`src/rtl/isb_training_unit.sv`:
```
// ISB training front end: per-PC last-address table feeding a pair FIFO.
// Each PC-local address transition becomes one (prev, curr) pair for the ISB mapper.
module isb_training_unit #(
  parameter int ADDR_W     = 16,
  parameter int PC_W       = 16,
  parameter int TU_DEPTH   = 8,
  parameter int FIFO_DEPTH = 4
) (
  input  logic              clk,
  input  logic              rst_n,
  input  logic              v_in,
  input  logic [PC_W-1:0]   pc,
  input  logic [ADDR_W-1:0] addr,
  output logic              in_ready,
  input  logic              flush,
  output logic              pair_valid,
  output logic [ADDR_W-1:0] pair_prev,
  output logic [ADDR_W-1:0] pair_curr,
  input  logic              pair_ready,
  output logic [15:0]       drop_count
);

  localparam int IDX_W = $clog2(TU_DEPTH);
  localparam int TAG_W = PC_W - IDX_W;
  localparam int FA_W  = $clog2(FIFO_DEPTH);

  // Training table
  logic [TU_DEPTH-1:0] valid_q;
  logic [TAG_W-1:0]    tag_q  [TU_DEPTH];
  logic [ADDR_W-1:0]   last_q [TU_DEPTH];

  // Pair FIFO; pointers carry one extra bit so full and empty are distinguishable
  logic [ADDR_W-1:0] prev_mem_q [FIFO_DEPTH];
  logic [ADDR_W-1:0] curr_mem_q [FIFO_DEPTH];
  logic [FA_W:0]     wr_ptr_q, wr_ptr_d;
  logic [FA_W:0]     rd_ptr_q, rd_ptr_d;
  logic [15:0]       drop_q, drop_d;

  logic [IDX_W-1:0]  idx;
  logic [TAG_W-1:0]  tag_in;
  logic [ADDR_W-1:0] last_rd;
  logic              hit, same_addr;
  logic              fifo_full, fifo_empty;
  logic              accept, reject, push, pop, tbl_wr;

  assign idx     = pc[IDX_W-1:0];
  assign tag_in  = pc[PC_W-1:IDX_W];
  assign last_rd = last_q[idx];

  assign fifo_empty = (wr_ptr_q == rd_ptr_q);
  assign fifo_full  = (wr_ptr_q[FA_W] != rd_ptr_q[FA_W]) &&
                      (wr_ptr_q[FA_W-1:0] == rd_ptr_q[FA_W-1:0]);

  always_comb begin
    hit       = valid_q[idx] && (tag_q[idx] == tag_in);
    same_addr = (addr == last_rd);
    accept    = v_in && !fifo_full && !flush;
    reject    = v_in && fifo_full && !flush;
    push      = accept && hit && !same_addr;
    // A miss claims the entry; a hit with a new address advances last_addr
    tbl_wr    = accept && !(hit && same_addr);
    pop       = !fifo_empty && pair_ready;
  end

  always_comb begin
    wr_ptr_d = wr_ptr_q;
    rd_ptr_d = rd_ptr_q;
    drop_d   = drop_q;
    if (push) wr_ptr_d = wr_ptr_q + (FA_W+1)'(1);
    if (pop)  rd_ptr_d = rd_ptr_q + (FA_W+1)'(1);
    if (reject && (drop_q != 16'hFFFF)) drop_d = drop_q + 16'd1;
  end

  always_ff @(posedge clk or negedge rst_n) begin
    if (!rst_n) begin
      valid_q <= '0;
      for (int i = 0; i < TU_DEPTH; i++) begin
        tag_q[i]  <= '0;
        last_q[i] <= '0;
      end
    end else if (flush) begin
      valid_q <= '0;
    end else if (tbl_wr) begin
      valid_q[idx] <= 1'b1;
      tag_q[idx]   <= tag_in;
      last_q[idx]  <= addr;
    end
  end

  always_ff @(posedge clk or negedge rst_n) begin
    if (!rst_n) begin
      for (int i = 0; i < FIFO_DEPTH; i++) begin
        prev_mem_q[i] <= '0;
        curr_mem_q[i] <= '0;
      end
    end else if (push) begin
      prev_mem_q[wr_ptr_q[FA_W-1:0]] <= last_rd;
      curr_mem_q[wr_ptr_q[FA_W-1:0]] <= addr;
    end
  end

  always_ff @(posedge clk or negedge rst_n) begin
    if (!rst_n) begin
      wr_ptr_q <= '0;
      rd_ptr_q <= '0;
      drop_q   <= '0;
    end else begin
      wr_ptr_q <= wr_ptr_d;
      rd_ptr_q <= rd_ptr_d;
      drop_q   <= drop_d;
    end
  end

  assign in_ready   = !fifo_full;
  assign pair_valid = !fifo_empty;
  assign pair_prev  = prev_mem_q[rd_ptr_q[FA_W-1:0]];
  assign pair_curr  = curr_mem_q[rd_ptr_q[FA_W-1:0]];
  assign drop_count = drop_q;

endmodule

```
`config.mk`:
```
export PLATFORM = sky130hd
export DESIGN_NAME = isb_training_unit
export DESIGN_NICKNAME = d
export VERILOG_FILES = /design/src/rtl/isb_training_unit.sv
export SDC_FILE = /design/constraint.sdc
export NUM_CORES = 1
export LEC_CHECK = 0
export BUFFER_PORTS_ARGS = -buffer_cell sky130_fd_sc_hd__buf_2
export CELL_PAD_IN_SITES_DETAIL_PLACEMENT = 1
export CELL_PAD_IN_SITES_GLOBAL_PLACEMENT = 1
export CORE_ASPECT_RATIO = 1.4
export CORE_MARGIN = 5
export CORE_UTILIZATION = 35
export DETAILED_ROUTE_END_ITERATION = 10
export GPL_TIMING_DRIVEN = 1
export HOLD_SLACK_MARGIN = 0.12
export MAX_ROUTING_LAYER = met4
export PLACE_DENSITY_LB_ADDON = 0.25
export SLEW_MARGIN = 20
export SYNTH_ARGS = -nofsm -noshare
export SYNTH_HDL_FRONTEND = slang
export SYNTH_SLANG_ARGS = --single-unit
```
`constraint.sdc`:
```
create_clock -name clk -period 3.35 [get_ports clk]
set_input_delay 0.335 -clock clk [delete_from_list [all_inputs] [get_ports clk]]
set_output_delay 0.335 -clock clk [all_outputs]
set_load 0.02 [all_outputs]
```
### Yosys cells after proc, flatten, opt, wreduce, memory -nomap -nowiden

Index checks and enable logic that the tools add are counted.

| operators by class | value |
|---|---|
| add/sub/neg operators | 3 |
| magnitude comparators | 7 |
| equality and inequality tests | 6 |
| muxes and demuxes | 28 |
| bitwise operators | 5 |
| reduce and logical (&&, ||, !) cells | 22 |

Operators by type and width:

| cell | count |
|---|---|
| $bwmux W128 | 1 |
| $bwmux W64 | 2 |
| $mux W16 | 8 |
| $bwmux W104 | 1 |
| $bmux W16 S2 | 2 |
| $bmux W16 S3 | 1 |
| $demux W16 S3 | 1 |
| $bmux W13 S3 | 1 |
| $demux W13 S3 | 1 |
| $mux W13 | 3 |
| $demux W16 S2 | 1 |
| $add A16 B1 Y16 const B | 1 |
| $eq A16 B16 Y1 | 1 |
| $mux W8 | 2 |
| $ne A16 B16 Y1 const B | 1 |
| $logic_and A1 B1 Y1 | 15 |
| $eq A13 B13 Y1 | 1 |
| $or A8 B8 Y8 | 1 |
| $add A3 B1 Y3 const B | 2 |
| $ge A3 B3 Y1 const B | 2 |
| $not A2 Y3 | 2 |
| $logic_not A1 Y1 | 5 |
| $ge A4 B4 Y1 const B | 1 |
| $lt A3 B4 Y1 const B | 1 |
| other kinds (13) | 14 |

| storage, ports and cells | value |
|---|---|
| flip-flop bits (word level) | 390 |
| logic and storage cells | 99 |

### Depth between registers and ports, before layout

Gate-level depths: netlist of the first run.

| logic depth | value |
|---|---|
| word-level depth | 11 |
| depth in mapped cells | 12 |
| depth with buffers taken out | 8 |

### Least setup slack after synthesis of the first run

Ideal clock, no wire load.

| path | value |
|---|---|
| path kind | input to register |
| start | input pc[1] |
| end | register tag_q[29] (netlist name) |
| setup time | 0.125 ns |
| data arrival time | 3.211 ns |
| required time | 3.225 ns |
| slack | 0.015 ns |
| stages | 10 |
| path buffers | 2 |
| cell sequence | buf_4 mux4_2 mux2_2 xor2_1 nor4_1 nand4_1 or3_1 o2111ai_1 buf_2 mux2_2 |

| on the way | value |
|---|---|
| longest elaborated chain between the ends | 10 |

Ends and longest elaborated chain:

| what | RTL line | source |
|---|---|---|
| start: declaration | 12 | `input logic [PC_W-1:0] pc,` |
| $not A3 Y4 (implied by the code) | 48, 55, 85 |  |
| $bmux W13 S3 | 55 | `hit = valid_q[idx] && (tag_q[idx] == tag_in);` |
| $mux W13 (implied by the code) (2 in series) | 55 |  |
| $eq A13 B13 Y1 | 55 |  |
| $logic_and A1 B1 Y1 | 55 |  |
| $logic_and A1 B1 Y1 | 61 | `tbl_wr = accept && !(hit && same_addr);` |
| $logic_not A1 Y1 | 61 |  |
| $logic_and A1 B1 Y1 | 61 |  |
| $reduce_and A2 Y1 (no line) | n/a |  |
| end signal: indexed assignment | 85 | `tag_q[idx] <= tag_in;` |
| end: declaration | 29 | `logic [TAG_W-1:0] tag_q [TU_DEPTH];` |

Parallel ways exist; a longest one is shown, timed or not. The select of a mux whose other input is x is not followed.
A chain may end at the register's enable or synchronous reset.

### Final worst setup path of the first run

| path | value |
|---|---|
| start | register last_q[86] (netlist name) |
| end | register last_q[70] (netlist name) |

| on the way | value |
|---|---|
| longest elaborated chain between the ends | 8 |

Ends and longest elaborated chain:

| what | RTL line | source |
|---|---|---|
| start: declaration | 30 | `logic [ADDR_W-1:0] last_q [TU_DEPTH];` |
| start signal: indexed assignment | 86 | `last_q[idx] <= addr;` |
| $bmux W16 S3 | 48 | `assign last_rd = last_q[idx];` |
| $mux W16 (implied by the code) (2 in series) | 48 |  |
| $eq A16 B16 Y1 | 56 | `same_addr = (addr == last_rd);` |
| $logic_and A1 B1 Y1 | 61 |  |
| $logic_not A1 Y1 | 61 |  |
| $logic_and A1 B1 Y1 | 61 |  |
| $reduce_and A2 Y1 (no line) | n/a |  |

No other way between the ends. The select of a mux whose other input is x is not followed.

==> reports/results.tsv, run 1 <==
metric	value	unit
outcome	finished with violations	
violated checks	setup timing	
reg2reg setup slack	-110	ps
share of cells above drive strength 1	54.14	%
Worst EP required	3780	ps
crit path DAT	3890	ps
initial antenna violation count	1	
reg2reg path depth	11	
CTS tree	yes	
critical path class	reg2reg	
Layout area overhead	30.29	%
Initial Utilization	35.13	%
busiest layer in global routing	met2	
Slew Limit Headroom	50.52	%
DP Cell Count	1952	
H-Tree Depth	2	
drt pass-1 iters	4	
commonest non-fill, non-tap cells in the layout	dfrtp_1 (389), mux2_4 (177), mux2_2 (171), buf_4 (93), buf_2 (83)	
fmax	289.2	MHz
Core ar.	50760	um^2
die area	55630	um^2
crit share post-route	103.2	%
final worst slack	-108.3	ps
Die Y	277.1	um
Least-Margin Pin Slew	742.2	ps
fraction of registers with async set/reset	100.0	%
fin. max-slew vios	0	
non-filler cells in the finished layout	2075	
drt total wl	52620	um
cell depth of the worst hold path	2	
RSZ-0062 raised after global routing	true	
chip width	200.8	um
1st-iter DRT viols	424	
sw power	4.048	mW
Final setup viols	189	
CP Launch Type	flip-flop	
port buffer count	86	
Mapped Area	17830	um^2
area of the multi-input gates	8469	um^2
share of the yosys chip area belonging to registers	54.73	%
Pint	10.95	mW
CTS root buffer	clkbuf_16	
GRT met2 Usage	33.51	%
DRC	0	
pin count of the biggest net entering global routing	109	
vias in the first global route	12350	
commonest non-fill, non-tap cell in the layout	dfrtp_1	
DP HPWL	32170	um
Vias	10910	
final design utilization	45.77	%
Clk pin slew, worst setup/hold paths	70	ps
vias per cell	5.256	
total power	14.99	mW
Yosys cell types	51	
Leakage	11.02	nW
Crit Reg-Reg Endpoint	last_q[70]	
Total GRT Usage	18.21	%
Syn Nets	1223	
syn avg cell area	15.11	um^2
drt wl/cell	25.36	um
Max Clock Skew	25.56	ps
first-pass GRT wire length	77130	um
min cycle time layout	3458	ps
Placement Setup Slack	-816.4	ps
total gr overflow	0	
number of fill cells in the layout	5023	
Routed Antenna Nets	0	
Comb pwr share	24.0	%
GR Util met1	21.04	%
final hold viol count	0	
CP endpoint kind	flip-flop	
critical-path maximum fanout	5	
Clock Latency Late Sink	560	ps
total CTS buffers	41	
GPL Wtd Cong	0.7260	
PwrDens	645.4	nW/um^2
HP Start	pc[3]	
nets@finish	1435	
Num Clock Sinks	390	
Ys Warns	0	
post-synthesis register bit count	390	
HP Class	in2reg	
Ports	87	
EDFF count, synth	0	
Most used DFF post-synth	dfrtp_1	
worst hold endpoint	tag_q[13]	
GR Util met3	2.179	%
Post-Syn Instances	1180	
switch share	26.99	%
part of the power in registers	42.7	%
reg-to-reg startpoint	last_q[86]	
Max VDD drop	326.3	uV
Register Area	9761	um^2
max cap viols	0	
Clock Power Share	33.3	%
CTS max path bufs	3	
# rows	98	
[layout make-up]
class | count | area share (%)
inverters | 14 | 0.2262
clock inverters | 19 | 1.222
repair buffers | 263 | 11.43
well taps | 650 | 3.500
flip-flops and latches | 390 | 42.01
clock buffers | 56 | 5.143
multi-input cells | 682 | 36.45
diodes | 1 | 0.01077
[how the worst max path moves through the flow]
stage	start	endpoint	slack, ps	cells after the start
final	last_q[86]	last_q[70]	-110	11
after global placement	pc[0]	last_q[2]	-760	12
after CTS	last_q[109]	last_q[14]	-150	12
after detailed placement	pc[2]	last_q[95]	-820	13
after global routing	last_q[6]	prev_mem_q[43]	-200	15
after floorplan	pc[1]	tag_q[29]	10	10
[metal layers]
layer	vias up	part of all wire [%]	routed length [um]
met5	-	0	0
met4	0	3.3	1725
met3	94	3.0	1574
met2	171	54	28420
met1	5894	40	20910
li1	4748	-	-
[flip-flops by register name, indices dropped and copies added, names as in the netlist]
signal and count:
wr_ptr_q 3, valid_q 8, drop_count 16, tag_q 104, last_q 128, curr_mem_q 64
prev_mem_q 64, rd_ptr_q 3
[through the flow]
step / hold slack, ps / cell area (um^2) / setup TNS (ps)
CTS: 128.0 / 22310 / -20830
finish: 158.2 / 23230 / -8130
detailed placement: 292.7 / 20150 / -218730
global route: 165.4 / 23230 / -36530
floorplan: 39.41 / 17830 / 0
global placement: 283.8 / 20150 / -199460
[cell families after synthesis]
family / count (synthesis) / share of synthesized area (%)
xor gates and xnor gates: 50 / 2.456
adders and majority gates: 6 / 0.4210
buffers and inverters: 108 / 2.722
muxes: 484 / 34.56
and+or+nand+nor: 89 / 2.786
DFF: 390 / 54.73
AOI/OAI and AO/OA: 53 / 2.323
[synthesized netlist by cell type, types with 3 or more instances]
cell	instances	area, um^2
clkbuf_1	30	112.6
buf_2	39	195.2
a21o_1	4	30.03
a31oi_1	4	25.02
nand3_1	14	70.07
nor3_1	4	20.02
nor2b_1	6	37.54
buf_1	16	60.06
mux2_2	263	2962
nor3_2	4	40.04
inv_1	12	45.04
xnor2_1	29	254.0
nor4_1	4	25.02
nand2_1	24	90.09
a221oi_1	8	70.07
dfrtp_1	390	9759
nand4_1	6	37.54
a22oi_1	5	37.54
and2_1	4	25.02
o21ai_0	6	30.03
and3_1	3	18.77
buf_4	8	60.06
a221o_1	3	30.03
mux4_2	67	1509
xor2_1	21	183.9
o2111ai_1	4	35.03
a22o_1	8	70.07
ha_1	6	75.07
nor2_1	9	33.78
mux2i_1	33	330.3
and4_1	3	26.28
mux2_1	121	1363
[power groups by stage]
stage | logic (mW) | registers, mW | clock network [mW]
2_1_floorplan | 2.10 | 6.22 | 0
3_3_place_gp | 2.99 | 6.36 | 0
3_5_place_dp | 3.07 | 6.41 | 0
4_1_cts | 3.32 | 6.35 | 5.11
5_1_grt | 3.88 | 6.51 | 5.31
6_report | 3.60 | 6.40 | 4.99
[worst max-delay path: stages (launching register included)]
cell and delay (ps):
dfrtp_1 390, mux4_2 460, mux2_4 310, xor2_2 160
nor4_4 340, buf_4 160, nand4_1 120, or3_4 440
o2111ai_4 280, buf_12 180, clkbuf_16 160, mux2_2 330
[repair_timing]
item / in CTS / in global routing
pin swaps: 11 / 11
endpoints found under the setup margin: 325 / 345
resized for setup: 104 / 153
cloned: 7 / 13
hold buffers: 3 / 0
buffers inserted: 21 / 14
hold endpoints to repair: 50 / 0
Power figures use the tool's default switching activity.
==> run 2: changes to the inputs <==
--- a/config.mk
+++ b/config.mk
@@ -5,6 +5,7 @@
 export SDC_FILE = /design/constraint.sdc
 export NUM_CORES = 1
 export LEC_CHECK = 0
+export ABC_AREA = 1
 export BUFFER_PORTS_ARGS = -buffer_cell sky130_fd_sc_hd__buf_2
 export CELL_PAD_IN_SITES_DETAIL_PLACEMENT = 1
 export CELL_PAD_IN_SITES_GLOBAL_PLACEMENT = 1
==> run 2 against run 1 <==
The flow now finishes without violations. Count of clock-buffer cells in the layout grew 9. Design area up 2.6%. Via count up 84%. Cell count up 79%. Die area rose by 15%. Clock power shrank 4.2%. First-iteration DRC count grew to 2.9 times the previous value. Worst hold slack better by 5.2 ps. Non-clock buffer count decreased by 41. Critical path depth shrank 5. Register-to-register slack improved by 700 ps. Critical path type is now reg2out.
==> reports/results.tsv, run 2 <==
metric	value	unit
drt pass-1 iters	5	
drt wl/cell	20.94	um
placed cell area	22310	um^2
total CTS buffers	44	
Most used DFF post-synth	dfrtp_1	
Post-CTS Hold Buffers	14	
critical-path maximum fanout	34	
max cap viols	0	
crit share post-route	94.06	%
Worst EP required	3010	ps
Post-Syn Instances	2898	
critical path class	reg2out	
top-count cell post-synth	nand2_1	
CTS tree	yes	
syn avg cell area	7.135	um^2
end of the critical path	pair_prev[11]	
total gr overflow	0	
setup TNS	0	ps
Die Y	297.6	um
Slew Limit Headroom	39.76	%
largest registers	last_q x128, tag_q x104	
vias in the first global route	21170	
Hold Slack	163.3	ps
Vias	20070	
min cycle time layout	3151	ps
reg-to-reg startpoint	wr_ptr_q[1]	
HP Class	in2reg	
Ports	87	
Max Clock Skew	23.87	ps
outcome	completed	
initial antenna violation count	9	
final hold viol count	0	
cell depth of the worst hold path	3	
reg2reg path depth	8	
Synth top cells by count	nand2_1 (1389), dfrtp_1 (390), nand4_1 (251), nand3_1 (220), nor2_1 (132)	
CP Launch Type	flip-flop	
Num Clock Sinks	390	
Routed Antenna Nets	0	
first-pass GRT wire length	122900	um
RSZ-0062 raised after global routing	false	
DP HPWL	50660	um
Clock Latency Late Sink	590	ps
Initial Utilization	35.29	%
crit path DAT	2820	ps
crit path from	rd_ptr_q[1]	
chip width	215.4	um
Synth top area share	47.20	%
post-synthesis register bit count	390	
Clk pin slew, worst setup/hold paths	60	ps
pin count of the biggest net entering global routing	93	
1st-iter DRT viols	1242	
max FFs per register	128	
Max VDD drop	489.0	uV
share of cells above drive strength 1	10.06	%
Least-Margin Pin Slew	903.5	ps
H-Tree Depth	2	
Syn Nets	2941	
vias per cell	5.398	
Mapped Area	20680	um^2
PwrDens	675.9	nW/um^2
Total GRT Usage	24.56	%
Ys Warns	0	
Synth area leaders	dfrtp_1 (47%), nand2_1 (25%), nand4_1 (7.6%)	
Setup Fix Bufs, Post-CTS	0	
fmax	317.4	MHz
Largest Register	last_q	
area leader, netlist	dfrtp_1	
Layout area overhead	15.32	%
Leakage	13.11	nW
Post-CTS Resized	0	
# rows	105	
Crit Reg-Reg Endpoint	drop_count[15]	
EDFF count, synth	0	
CTS root buffer	clkbuf_16	
Final Instance Area	23840	um^2
GPL Wtd Cong	0.8386	
drt total wl	77860	um
die area	64100	um^2
DRC	0	
share of the yosys chip area belonging to registers	47.20	%
commonest non-fill, non-tap cells in the layout	nand2_1 (1389), dfrtp_1 (389), nand4_1 (251), nand3_1 (218), nor2_1 (127)	
Core ar.	58590	um^2
Final setup viols	0	
nets@finish	2973	
Yosys cell types	27	
port buffer count	86	
commonest non-fill, non-tap cell in the layout	nand2_1	
reg2reg setup slack	590	ps
CP endpoint kind	primary output	
fraction of registers with async set/reset	100.0	%
CTS max path bufs	3	
fin. max-slew vios	0	
==> run 2: per-layer routing <==
| metal | vias to the layer above | global-route usage, % | routed length [um] |
|---|---|---|---|
| li1 | 9403 | - | - |
| met1 | 10130 | 28.97 | 31930 |
| met2 | 400 | 43.43 | 40530 |
| met3 | 135 | 2.667 | 2569 |
| met4 | 0 | 8.828 | 2825 |
| met5 | - | - | 0 |
==> run 2: layout make-up <==
| class | instances | area [um^2] |
|---|---|---|
| fillers | 7334 | 34750 |
| flip-flops and latches | 390 | 9761 |
| multi-input cells | 2162 | 9484 |
| repair buffers | 222 | 1849 |
| clock buffers | 65 | 1281 |
| well taps | 749 | 937.1 |
| inverters | 110 | 419.2 |
| clock inverters | 12 | 92.59 |
| diodes | 8 | 20.02 |
==> run 2: through the flow <==
step | worst slack, ps | utilization (%) | instances | power (mW)
finish | 199.0 | 40.69 | 3718 | 16.12
global route | 104.3 | 40.69 | 3718 | 17.17
CTS | 187.7 | 40.66 | 3710 | 16.31
detailed placement | 135.3 | 38.08 | 3619 | 11.46
global placement | 180.7 | 38.08 | 3619 | 11.26
floorplan | 977.5 | - | 2898 | 9.554
==> run 2: worst max-delay path, cell delays in order (launching register included) <==
cell and delay, ps:
dfrtp_1 400, buf_4 290, inv_1 530, buf_4 380
o21ai_0 130, o22ai_1 260, buf_2 230
==> run 2: cell families after synthesis <==
family	synth area share [%]
xor gates and xnor gates	0.9319
adders and majority gates	0.3631
and+or+nand+nor	41.26
buffers and inverters	7.201
DFF	47.20
AOI/OAI and AO/OA	3.038
==> run 2: worst min-delay path by stage <==
stage               startpoint       endpoint  slack (ps)
detailed placement       rst_n  curr_mem_q[5]         460
floorplan                rst_n  curr_mem_q[0]          40
finish                  pc[11]      tag_q[99]         160
global placement         rst_n  curr_mem_q[5]         450
CTS                    addr[4]    last_q[116]         140
global route            pc[11]       tag_q[8]         170
==> run 2: power by group <==
group          leakage [nW]  total [mW]  switching, mW  internal [mW]
combinational          7.30        4.92           3.31           1.61
clock                 0.685        4.78           2.06           2.72
sequential             5.13        6.42          0.619           5.80
total                  13.1        16.1           5.98           10.1
